==> src/rtl/pulse_decoder_pkg.sv <==
// Shared types for the key pulse decoder: FSM state encoding and gap timer sizing.
package pulse_decoder_pkg;

  typedef enum logic [1:0] {
    IDLE    = 2'd0,
    HELD    = 2'd1,
    RELEASE = 2'd2
  } pd_state_t;

  function automatic int gap_width(input int cycles);
    return $clog2(cycles) + 1;
  endfunction

endpackage

==> src/rtl/pulse_decoder_gap_timer.sv <==
// Idle-gap timer: counts cycles since the last clear and flags
// the cycle on which one more increment reaches LIMIT-1.
module gap_timer
  import pulse_decoder_pkg::*;
#(
  parameter int LIMIT = 16,
  parameter int GW    = gap_width(LIMIT)
) (
  input  logic i_Clk,
  input  logic i_Rst,
  input  logic clr,
  input  logic inc,
  output logic expire
);

  logic [GW-1:0] gap_q;

  always_ff @(negedge i_Clk) begin
    if (i_Rst) begin
      gap_q <= '0;
    end else if (clr) begin
      gap_q <= '0;
    end else if (inc) begin
      gap_q <= gap_q + GW'(1);
    end
  end

  // Looks one step ahead so the owner can act on the edge the gap lands on LIMIT-1.
  assign expire = inc && (gap_q == GW'(LIMIT - 2));

endmodule

==> src/rtl/pulse_decoder.sv <==
// Rebuilds key hold level from a repeat-pulse stream and classifies presses.
// Optional o_Overflow output enabled by defining PULSE_DECODER_OVERFLOW_EN.
module pulse_decoder
  import pulse_decoder_pkg::*;
#(
  parameter int TIMEOUT_CYCLES = 16,
  parameter int COUNT_WIDTH    = 8,
  parameter int LONG_COUNT     = 3
) (
  input  logic                   i_Clk,
  input  logic                   i_Rst,
  input  logic                   i_Pulse,
  output logic                   o_Level,
  output logic [COUNT_WIDTH-1:0] o_Count,
  output logic                   o_Release,
  output logic                   o_Long
`ifdef PULSE_DECODER_OVERFLOW_EN
  ,
  output logic                   o_Overflow
`endif
);

  pd_state_t state_q;
  logic      expire;
  logic      gap_clr;
  logic      gap_inc;

  assign gap_inc = (state_q == HELD) && !i_Pulse;
  assign gap_clr = !gap_inc;

  gap_timer #(
    .LIMIT(TIMEOUT_CYCLES)
  ) u_gap (
    .i_Clk (i_Clk),
    .i_Rst (i_Rst),
    .clr   (gap_clr),
    .inc   (gap_inc),
    .expire(expire)
  );

  always_ff @(negedge i_Clk) begin
    if (i_Rst) begin
      state_q   <= IDLE;
      o_Level   <= 1'b0;
      o_Count   <= '0;
      o_Release <= 1'b0;
      o_Long    <= 1'b0;
`ifdef PULSE_DECODER_OVERFLOW_EN
      o_Overflow <= 1'b0;
`endif
    end else begin
      o_Release <= 1'b0;
      unique case (state_q)
        IDLE, RELEASE: begin
          if (i_Pulse) begin
            state_q <= HELD;
            o_Level <= 1'b1;
            o_Count <= COUNT_WIDTH'(1);
            o_Long  <= 1'b0;
`ifdef PULSE_DECODER_OVERFLOW_EN
            o_Overflow <= 1'b0;
`endif
          end else begin
            state_q <= IDLE;
          end
        end
        HELD: begin
          // A pulse on the expiry cycle wins and keeps the press alive.
          if (i_Pulse) begin
            if (o_Count != '1) begin
              o_Count <= o_Count + COUNT_WIDTH'(1);
            end
`ifdef PULSE_DECODER_OVERFLOW_EN
            else begin
              o_Overflow <= 1'b1;
            end
`endif
          end else if (expire) begin
            state_q   <= RELEASE;
            o_Level   <= 1'b0;
            o_Release <= 1'b1;
            o_Long    <= (o_Count >= COUNT_WIDTH'(LONG_COUNT));
          end
        end
        default: begin
          state_q <= IDLE;
        end
      endcase
    end
  end

endmodule
==> config.mk <==
export PLATFORM = sky130hd
export DESIGN_NAME = pulse_decoder
export DESIGN_NICKNAME = d
export VERILOG_FILES = /design/src/rtl/pulse_decoder_pkg.sv /design/src/rtl/pulse_decoder_gap_timer.sv /design/src/rtl/pulse_decoder.sv
export SDC_FILE = /design/constraint.sdc
export NUM_CORES = 1
export LEC_CHECK = 0
export CAP_MARGIN = 30
export CORE_MARGIN = 3
export CORE_UTILIZATION = 35
export CTS_BUF_LIST = sky130_fd_sc_hd__clkbuf_4 sky130_fd_sc_hd__clkbuf_8
export DETAILED_ROUTE_END_ITERATION = 7
export DONT_BUFFER_PORTS = 1
export GPL_TIMING_DRIVEN = 0
export PLACE_DENSITY = 0.55
export SYNTH_ARGS = -nofsm -noshare
export SYNTH_HDL_FRONTEND = slang
export SYNTH_SLANG_ARGS = --single-unit
==> constraint.sdc <==
create_clock -name i_Clk -period 1.78 [get_ports i_Clk]
set_input_delay 0.267 -clock i_Clk [delete_from_list [all_inputs] [get_ports i_Clk]]
set_output_delay 0.267 -clock i_Clk [all_outputs]
set_load 0.02 [all_outputs]
==> results.toml <==
[sta]
worst-slew-pin-transition_ns = 0.473
final.hold.worst_slack_ns = 0.459
worst_slew_margin_rel = 0.684
rsz0062_at_grt = "true"
hold_viol_final = 0
finalWorstSetupSlack_ns = -0.155
finalClockSkew_ns = 0.0201
finalMaxSlewViolations = 0
final-setup-viol-count = 11

[worst_hold_path]
worst_hold_path_type = "flip-flop to flip-flop"
min-delay-start = "u_gap.gap_q[0]"
hold_path_depth = 1
holdPathEnd = "u_gap.gap_q[0]"

[synth]
ys_types = 34
yosys-top-cells-count = "18 x sky130_fd_sc_hd__dfxtp_1, 9 x sky130_fd_sc_hd__nand2_1, 9 x sky130_fd_sc_hd__nor2_1, 7 x sky130_fd_sc_hd__nand3_1, 6 x sky130_fd_sc_hd__a21oi_1"
netlist_area_um2 = 866
syn_avg_cell_area_um2 = 8.93
yosys_warnings = 0
yosysSeqAreaShare = 0.416
synth_edf_count = 0
post_synth_main_area_contributors = "sky130_fd_sc_hd__dfxtp_1 42%, sky130_fd_sc_hd__ha_1 5.8%, sky130_fd_sc_hd__nand3_1 4.0%"
synth.largest_area_cell = "sky130_fd_sc_hd__dfxtp_1"
synthesis_stage_register_bit_count = 18
synth.most_common_cell = "sky130_fd_sc_hd__dfxtp_1"
synth_nets = 104
postSynthCellCount = 97
post-synth-top-area-fraction = 0.416
synth_async_sr_flop_share = 0
synth_top_flop_cell = "sky130_fd_sc_hd__dfxtp_1"

[final_layout]
instances_no_fill = 147
fillers = 226
finalNetCount = 128
diodes = 0
areaGrowthSynthToFinish_pct = 20.8
multiInputGateArea_um2 = 489
regArea_um2 = 402
finalCoreUtilization = 0.460
drive_gt1_frac = 0.185

[routing]
detailedRoute.firstIterationViolations = 17
post_drt_wl_per_cell_um = 13.1
postRouteWirelength_um = 1930
residual_drc = 0
final_antenna_net_count = 0
first_pass_detailed_route_iteration_total = 4
vias = 775
vias_per_cell = 5.27

[clocking]
cts.clk_slew.worst_paths_ns = 0.04
clkSinkCount = 18
cts_buffer_depth = 2
cts_root_buffer = "sky130_fd_sc_hd__clkbuf_4"
cts_inserted_buffers = 3
cts_max_level = 1
clock_insertion_delay_worst_skew_ns = 0.37
cts_tree = "built"

[worst_setup_path]
crit_path_max_fanout = 7
critical_path_arrival_ns = 1.67
setup.worst_path.start_class = "flip-flop"
critical_path.reg2reg.endpoint = "o_Count[1]"
regToRegSetupSlack_ns = 0.14
cp.required_ns = 1.51
rr_worst_depth = 5
worstReg2RegStart = "o_Count[0]"
cp-end-kind = "output port"
timing_worst_setup_path_type = "flip-flop to output port"

[global_route]
first_global_vias = 805
grt_start_max_net_pins = 11
antenna_found_initial = 0
track_usage = 0.132
grt_pass1_wl_um = 3250
grt_overflow_total = 0

[die]
die_x_um = 55.7
ios = 14
die_height_um = 55.7
rows = 17
dieArea_um2 = 3110
placeableCoreArea_um2 = 2280
starting_density_of_the_core = 0.380

[place]
portBuffers = 0
setup_slack_at_placement_ns = -0.168
place_inst = 125
detailed_place_hpwl_um = 1270
place_congestion = 0.756

[power_and_ir_drop]
p_leak_uw = 0.000439
power_uw = 814
vdd.ir_drop.worst_uv = 478
power.density_nw_per_um2 = 778

[status]
violated_checks = "setup timing"
outcome = "finished, violations left"

[job]
maxCapViolations = 0
cells by family after synthesis:
logic type	after synthesis	share of synthesized area
and+or+nand+nor	45	0.283
AOI/OAI and AO/OA	20	0.166
DFF	18	0.416
buffers and inverters	5	0.0231
adders and majority gates	4	0.0578
xor gates and xnor gates	3	0.0304
muxes	2	0.0231
registers in the layout (all words and copies together), names as in the netlist:
name         count
o_Level          1
state_q          2
o_Count          8
o_Long           1
o_Release        1
u_gap.gap_q      5
worst max-delay path by stage:
stage | startpoint | endpoint | slack (ns) | depth (start not counted)
floorplan | i_Pulse | o_Count[7] | -0.06 | 3
global placement | i_Pulse | o_Count[7] | -0.15 | 3
detailed placement | o_Count[0] | o_Count[0] | -0.17 | 5
CTS | o_Count[2] | o_Count[2] | -0.17 | 0
global route | o_Count[2] | o_Count[2] | -0.20 | 0
finish | o_Count[0] | o_Count[0] | -0.16 | 0
routing by layer:
metal	global-route usage	wire length (µm)	up-vias
li1	-	-	398
met1	0.136	878	352
met2	0.186	870	22
met3	0.0882	153	3
met4	0.101	25	0
met5	0	0	-
worst reg2reg max path: stages (launching register included):
cell and delay [ns]:
sky130_fd_sc_hd__dfxtp_4 0.41, sky130_fd_sc_hd__ha_1 0.22, sky130_fd_sc_hd__nand4_2 0.15, sky130_fd_sc_hd__o311ai_4 0.44, sky130_fd_sc_hd__mux2i_1 0.24, sky130_fd_sc_hd__nor2_1 0.05
layout make-up:
| cell class | instances | area share |
|---|---|---|
| multi-input cells | 74 | 0.468 |
| flip-flops and latches | 18 | 0.384 |
| clock inverters | 18 | 0.0646 |
| well taps | 28 | 0.0335 |
| clock buffers | 3 | 0.0215 |
| repair buffers | 2 | 0.0132 |
| plain buffers | 3 | 0.0120 |
| inverters | 1 | 0.00359 |
metrics by stage:
stage                     cell area (µm²)  setup TNS, ns
after floorplan                       870         -0.111
after global placement                905          -1.13
after detailed placement              905          -1.29
after CTS                            1050          -1.56
after global routing                 1050          -1.84
final                                1050          -1.41
cells in the final DEF (no fill, tap or decap), types with 2 or more instances in the layout:
master,Yosys,routed
sky130_fd_sc_hd__xor2_1,2,2
sky130_fd_sc_hd__a21oi_1,6,6
sky130_fd_sc_hd__nand3_1,7,7
sky130_fd_sc_hd__dfxtp_4,0,11
sky130_fd_sc_hd__ha_1,4,4
sky130_fd_sc_hd__nand2b_1,2,2
sky130_fd_sc_hd__nor2_1,9,9
sky130_fd_sc_hd__o211ai_1,3,3
sky130_fd_sc_hd__clkbuf_4,0,3
sky130_fd_sc_hd__nand2_1,9,9
sky130_fd_sc_hd__mux2i_1,2,2
sky130_fd_sc_hd__o21ai_1,2,2
sky130_fd_sc_hd__o21ai_0,2,2
sky130_fd_sc_hd__dfxtp_1,18,7
sky130_fd_sc_hd__nor3_1,3,3
sky130_fd_sc_hd__and2_1,2,2
sky130_fd_sc_hd__inv_1,2,19
sky130_fd_sc_hd__a31oi_1,3,3
sky130_fd_sc_hd__clkbuf_1,2,2
sky130_fd_sc_hd__or3_1,3,3
repair_timing:
action	CTS	global route
endpoints found under the setup margin	19	16
buffers inserted	2	0
hold buffers	0	0
pin swaps	0	1
resized for setup	22	0
where the power goes:
group / internal [µW] / switching [µW]
combinational: 15.6 / 26.1
clock: 131 / 227
sequential: 399 / 15.1
total: 546 / 268
(Power assumes the default switching activity.)
